File: src/rtl/cv32e40s_data_obi_bridge.sv
`default_nettype none
// ============================================================================
// Module   : cv32e40s_data_obi_bridge
// Brief    : Write-buffer to OBI data-bus bridge with credit-limited response FIFO.
//            Optional zero-latency address phase: CV32E40S_DATA_OBI_ZERO_LAT_EN.
// Revision : 1.0
// ============================================================================
module cv32e40s_data_obi_bridge #(
  parameter int MAX_OUTSTANDING = 2,
  parameter int RESP_DEPTH      = MAX_OUTSTANDING
) (
  input  logic        clk,
  input  logic        rst_n,
  input  logic        trans_valid_i,
  output logic        trans_ready_o,
  input  logic [31:0] trans_addr_i,
  input  logic        trans_we_i,
  input  logic [3:0]  trans_be_i,
  input  logic [31:0] trans_wdata_i,
  input  logic [1:0]  trans_memtype_i,
  input  logic [2:0]  trans_prot_i,
  output logic        data_req_o,
  input  logic        data_gnt_i,
  output logic [31:0] data_addr_o,
  output logic        data_we_o,
  output logic [3:0]  data_be_o,
  output logic [31:0] data_wdata_o,
  output logic [1:0]  data_memtype_o,
  output logic [2:0]  data_prot_o,
  input  logic        data_rvalid_i,
  input  logic [31:0] data_rdata_i,
  input  logic        data_err_i,
  output logic        resp_valid_o,
  input  logic        resp_ready_i,
  output logic [31:0] resp_rdata_o,
  output logic        resp_err_o,
  output logic        resp_we_o,
  output logic [1:0]  outstanding_o,
  output logic        protocol_err_o
);

  localparam int               C_PTR_W     = 2;
  localparam int               C_SLOTS     = 4;
  localparam logic [2:0]       C_MAX       = 3'(MAX_OUTSTANDING);
  localparam logic [C_PTR_W-1:0] C_TAG_LAST  = C_PTR_W'(MAX_OUTSTANDING - 1);
  localparam logic [C_PTR_W-1:0] C_RESP_LAST = C_PTR_W'(RESP_DEPTH - 1);

  typedef enum logic [0:0] {
    IDLE = 1'b0,
    REQ  = 1'b1
  } state_e;

  state_e state_q, state_d;

  logic [31:0]        addr_q;
  logic               we_q;
  logic [3:0]         be_q;
  logic [31:0]        wdata_q;
  logic [1:0]         memtype_q;
  logic [2:0]         prot_q;

  logic [1:0]         outstanding_q, outstanding_d;
  logic [1:0]         resp_cnt_q, resp_cnt_d;
  logic [C_PTR_W-1:0] tag_wptr_q, tag_rptr_q;
  logic [C_PTR_W-1:0] resp_wptr_q, resp_rptr_q;
  logic               protocol_err_q;

  logic [C_SLOTS-1:0] tag_mem_q;
  logic [33:0]        resp_mem_q [C_SLOTS];

  logic [2:0]         w_inflight;
  logic               w_credit_ok;
  logic               w_accept;
  logic               w_load;
  logic               w_grant;
  logic               w_rsp_accept;
  logic               w_spurious;
  logic               w_rsp_pop;

  function automatic logic [C_PTR_W-1:0] ptr_inc(input logic [C_PTR_W-1:0] ptr,
                                                 input logic [C_PTR_W-1:0] last);
    return (ptr == last) ? '0 : ptr + C_PTR_W'(1);
  endfunction

  // Every transfer holds a credit from acceptance until its response leaves the FIFO.
  assign w_inflight   = {1'b0, outstanding_q} + {1'b0, resp_cnt_q} + {2'b00, (state_q == REQ)};
  assign w_credit_ok  = (w_inflight < C_MAX);
  assign trans_ready_o = ((state_q == IDLE) || data_gnt_i) && w_credit_ok;
  assign w_accept     = trans_valid_i && trans_ready_o;

  always_comb begin
    data_req_o     = (state_q == REQ);
    data_addr_o    = addr_q;
    data_we_o      = we_q;
    data_be_o      = be_q;
    data_wdata_o   = wdata_q;
    data_memtype_o = memtype_q;
    data_prot_o    = prot_q;
`ifdef CV32E40S_DATA_OBI_ZERO_LAT_EN
    // Request is credit-gated so an unaccepted transfer is never exposed to the bus.
    if (state_q == IDLE) begin
      data_req_o     = trans_valid_i && w_credit_ok;
      data_addr_o    = trans_addr_i;
      data_we_o      = trans_we_i;
      data_be_o      = trans_be_i;
      data_wdata_o   = trans_wdata_i;
      data_memtype_o = trans_memtype_i;
      data_prot_o    = trans_prot_i;
    end
`endif
  end

  always_comb begin
    state_d = state_q;
    w_load  = 1'b0;
    case (state_q)
      IDLE: begin
        if (w_accept) begin
`ifdef CV32E40S_DATA_OBI_ZERO_LAT_EN
          if (!data_gnt_i) begin
            state_d = REQ;
            w_load  = 1'b1;
          end
`else
          state_d = REQ;
          w_load  = 1'b1;
`endif
        end
      end
      REQ: begin
        if (data_gnt_i) begin
          if (w_accept) begin
            w_load = 1'b1;
          end else begin
            state_d = IDLE;
          end
        end
      end
      default: state_d = IDLE;
    endcase
  end

  assign w_grant      = data_req_o && data_gnt_i;
  assign w_rsp_accept = data_rvalid_i && (outstanding_q != 2'd0);
  assign w_spurious   = data_rvalid_i && (outstanding_q == 2'd0);
  assign w_rsp_pop    = resp_valid_o && resp_ready_i;

  always_comb begin
    outstanding_d = outstanding_q;
    if (w_grant && !w_rsp_accept && (outstanding_q != 2'd3)) begin
      outstanding_d = outstanding_q + 2'd1;
    end else if (!w_grant && w_rsp_accept) begin
      outstanding_d = outstanding_q - 2'd1;
    end
    resp_cnt_d = resp_cnt_q;
    if (w_rsp_accept && !w_rsp_pop) begin
      resp_cnt_d = resp_cnt_q + 2'd1;
    end else if (!w_rsp_accept && w_rsp_pop) begin
      resp_cnt_d = resp_cnt_q - 2'd1;
    end
  end

  always_ff @(posedge clk or negedge rst_n) begin
    if (!rst_n) begin
      state_q        <= IDLE;
      addr_q         <= '0;
      we_q           <= 1'b1;
      be_q           <= '0;
      wdata_q        <= '0;
      memtype_q      <= '0;
      prot_q         <= '0;
      outstanding_q  <= '0;
      resp_cnt_q     <= '0;
      tag_wptr_q     <= '0;
      tag_rptr_q     <= '0;
      resp_wptr_q    <= '0;
      resp_rptr_q    <= '0;
      protocol_err_q <= 1'b0;
    end else begin
      state_q <= state_d;
      if (w_load) begin
        addr_q    <= trans_addr_i;
        we_q      <= trans_we_i;
        be_q      <= trans_be_i;
        wdata_q   <= trans_wdata_i;
        memtype_q <= trans_memtype_i;
        prot_q    <= trans_prot_i;
      end
      outstanding_q <= outstanding_d;
      resp_cnt_q    <= resp_cnt_d;
      if (w_grant) begin
        tag_wptr_q <= ptr_inc(tag_wptr_q, C_TAG_LAST);
      end
      if (w_rsp_accept) begin
        tag_rptr_q  <= ptr_inc(tag_rptr_q, C_TAG_LAST);
        resp_wptr_q <= ptr_inc(resp_wptr_q, C_RESP_LAST);
      end
      if (w_rsp_pop) begin
        resp_rptr_q <= ptr_inc(resp_rptr_q, C_RESP_LAST);
      end
      if (w_spurious) begin
        protocol_err_q <= 1'b1;
      end
    end
  end

  // Storage needs no reset: occupancy is tracked by the reset counters and pointers.
  always_ff @(posedge clk) begin
    if (w_grant) begin
      tag_mem_q[tag_wptr_q] <= data_we_o;
    end
    if (w_rsp_accept) begin
      resp_mem_q[resp_wptr_q] <= {data_rdata_i, data_err_i, tag_mem_q[tag_rptr_q]};
    end
  end

  assign resp_valid_o   = (resp_cnt_q != 2'd0);
  assign resp_rdata_o   = resp_mem_q[resp_rptr_q][33:2];
  assign resp_err_o     = resp_mem_q[resp_rptr_q][1];
  assign resp_we_o      = resp_mem_q[resp_rptr_q][0];
  assign outstanding_o  = outstanding_q;
  assign protocol_err_o = protocol_err_q;

endmodule
`default_nettype wire
File: config.mk
export PLATFORM = sky130hd
export DESIGN_NAME = cv32e40s_data_obi_bridge
export DESIGN_NICKNAME = d
export VERILOG_FILES = /design/src/rtl/cv32e40s_data_obi_bridge.sv
export SDC_FILE = /design/constraint.sdc
export NUM_CORES = 1
export LEC_CHECK = 0
export BUFFER_PORTS_ARGS = -buffer_cell sky130_fd_sc_hd__clkbuf_2
export CAP_MARGIN = 20
export CORE_MARGIN = 5
export CORE_UTILIZATION = 56
export CTS_CLUSTER_DIAMETER = 80
export DETAILED_ROUTE_END_ITERATION = 8
export HOLD_SLACK_MARGIN = 0.03
export PLACE_DENSITY = 0.84
export SLEW_MARGIN = 20
export SYNTH_ARGS = -nofsm -noshare
export SYNTH_HDL_FRONTEND = slang
export SYNTH_SLANG_ARGS = --single-unit
export TNS_END_PERCENT = 20
File: constraint.sdc
create_clock -name clk -period 7.8 [get_ports clk]
set_input_delay 0.39 -clock clk [delete_from_list [all_inputs] [get_ports clk]]
set_output_delay 0.39 -clock clk [all_outputs]
set_load 0.1 [all_outputs]
==> impl_metrics.yaml <==
status:
  outcome: "finished, final reports clean"
yosys:
  synth_cells: 402
  synth_area_mm2: 0.00866
  synth_top_area_cell: "edfxtp_1"
  ys_warn_count: 0
  synth_area_per_cell_um2: 21.5
  yosysSeqAreaShare: 0.740
  synth_top_area_frac: 0.486
  syn-num-nets: 518
  synth_cell_types: 35
  ys_ff_latch: 228
  ys_top_cells_by_area: "edfxtp_1 (49%), dfrtp_1 (25%), mux4_2 (9.1%)"
grt:
  grt_usage: 0.192
  grt_overflow: 0
  grt_pass1_vias: 5239
  grt_max_degree: 89
  antenna_found_initial: 0
  grt_first_pass_wirelength_mm: 27.4
timing:
  rsz0062_at_grt: "no"
  slew_viol_final: 0
  fin_crit_ns: 3.05
  max_freq_mhz: 328
  slew_headroom: 0.292
  setup_tns_ns: 0
  setup_viol: 0
  hold_viol_final: 0
  worst_slack_ns: 4.75
  period_share: 0.391
  skew_ns: 0.0109
  worst_pin_slew_ns: 1.06
clock_network:
  clock_path_buffers: 3
  cts_max_level: 1
  cts_tree: "done"
  cts_setup_buffers: 0
  ctsHoldBuffers: 0
  cts-buffers-inserted: 24
  cts_resized: 0
  cts-root-buf: "clkbuf_16"
  clkSlewWorstSetupHoldPaths_ns: 0.06
  insertion_delay_ns: 0.50
  cts.sinks: 228
floorplanning:
  coreArea_mm2: 0.0152
  die_h_um: 134
  floorplan.die_area_mm2: 0.0180
  die_x_um: 134
  pin_count: 227
  row_count: 45
  initial_core_util: 0.569
worst_setup_path:
  cp_cell_sequence: "ha_1 -> a21oi_1 -> fa_1 -> nand4_4 -> buf_4 -> mux2_2"
  cp-start-kind: "flop"
  slowest_stage: "buf_4"
  endpoint_kind: "flop"
  worstPathRequired_ns: 8.18
  arrival_ns: 3.43
  crit_fanout: 67
  worstSetupPathType: "flop to flop"
  critPathTopFamily: "buffers and inverters"
  cp_num_buf_inv: 1
  max_stage_delay_ns: 0.81
layout:
  drive_above_1_share: 0.583
  stdcell_area_mm2: 0.0108
  syn2layout_area_growth_pct: 24.2
  n_antenna_cell: 0
  utilization: 0.707
  nNetsFinal: 760
  nFillCells: 945
routing:
  via_per_inst: 5.36
  met2_length_mm: 8.73
  drt-met1-wl_mm: 6.65
  routed-via-count: 4553
  highest_layer: "met4"
  drt_wl_total_mm: 17.3
  drc: 0
  final_antenna_net_count: 0
  first_iter_violations: 232
  dr.pass1.iters: 6
  wl_met3_mm: 1.67
  wl_per_cell_um: 20.3
place:
  gp_congestion: 0.724
  hpwlAfterDp_mm: 11.5
  placed_area_mm2: 0.00997
  numPortBuffers: 226
  post-place-ws_ns: 4.77
min_path:
  hold_path.class: "primary input to flop"
job:
  max_cap_viol_count: 0
[final cells by class]
cell class | instances | area, um2 | area share
Multi-Input combinational cell | 153 | 2140 | 0.199
Inverter | 5 | 18.8 | 0.00175
Clock inverter | 16 | 130 | 0.0121
Sequential cell | 228 | 6410 | 0.596
Tap cell | 188 | 235 | 0.0219
Timing Repair Buffer | 232 | 1180 | 0.110
Clock buffer | 28 | 637 | 0.0592
[per-layer routing]
metal | track usage | vias to the layer above
met5 | 0 | -
met4 | 0.0379 | 0
met3 | 0.0649 | 22
met2 | 0.331 | 198
met1 | 0.240 | 2283
li1 | - | 2050
[registers in the layout, indices dropped and copies added (netlist names)]
register / flops
data_req_o: 1
tag_mem_q: 4
resp_rptr_q: 2
data_addr_o: 32
resp_mem_q: 136
resp_cnt_q: 2
tag_wptr_q: 2
data_we_o: 1
data_wdata_o: 32
tag_rptr_q: 2
data_prot_o: 3
resp_wptr_q: 2
protocol_err_o: 1
data_memtype_o: 2
data_be_o: 4
outstanding_o: 2
[Yosys cell counts, drive strengths merged]
cell	n
edfxtp	140
dfrtp	87
mux2	74
mux4	35
buf	15
xnor2	7
nand2	6
inv	5
nor2	5
nor3	4
and2	2
and3	2
ha	2
o21ai	2
a21bo	1
a21boi	1
a21o	1
a21oi	1
a22o	1
a31oi	1
clkbuf	1
dfstp	1
fa	1
nand2b	1
nand3	1
nand4	1
nor3b	1
o22ai	1
or2	1
xor2	1
[through the flow]
| step | instances | hold slack (ns) |
|---|---|---|
| after floorplan | 402 | 0.0944 |
| after global placement | 805 | 0.460 |
| after detailed placement | 805 | 0.463 |
| after CTS | 849 | 0.0788 |
| after global routing | 850 | 0.0945 |
| final | 850 | 0.0945 |
[cell families (layout without fill, tap and decap cells)]
kind of cell,Yosys count,count (layout),synth area share
buffers and inverters,21,281,0.0163
xor gates and xnor gates,8,8,0.00809
muxes,109,109,0.209
adders and majority gates,3,3,0.00520
DFF,228,228,0.740
AOI/OAI and AO/OA,9,9,0.00708
and+or+nand+nor,24,24,0.0146
[cell usage in the layout (no fill, tap or decap), types with 2 or more instances in the layout]
cell type   instances
nand2_1             6
and2_1              2
ha_1                2
clkinvlp_2          2
clkbuf_1            3
nor2_1              4
clkbuf_2          225
xnor2_1             7
inv_1               5
clkinv_2            5
clkbuf_16          25
mux2_4             49
buf_4               5
mux4_2             35
edfxtp_1          140
clkinv_1            5
dfrtp_1            86
mux2_2             25
nor3_1              3
bufinv_16           2
[final timing paths]
kind                                  startpoint        endpoint  slack [ns]  cells past startpoint
min in group asynchronous                  rst_n  data_addr_o[6]        0.51                      2
worst min-delay path                resp_ready_i  resp_rptr_q[1]        0.09                      2
worst min register to register    protocol_err_o  protocol_err_o        0.48                      1
max in group asynchronous                  rst_n  resp_rptr_q[0]        6.74                      2
worst max-delay path            outstanding_o[0]  data_addr_o[1]        4.75                      6
worst max register to register  outstanding_o[0]  data_addr_o[1]        4.75                      6
Power is not shown: default switching activity piles up to over one toggle a cycle in this logic, so the estimate is an artifact.
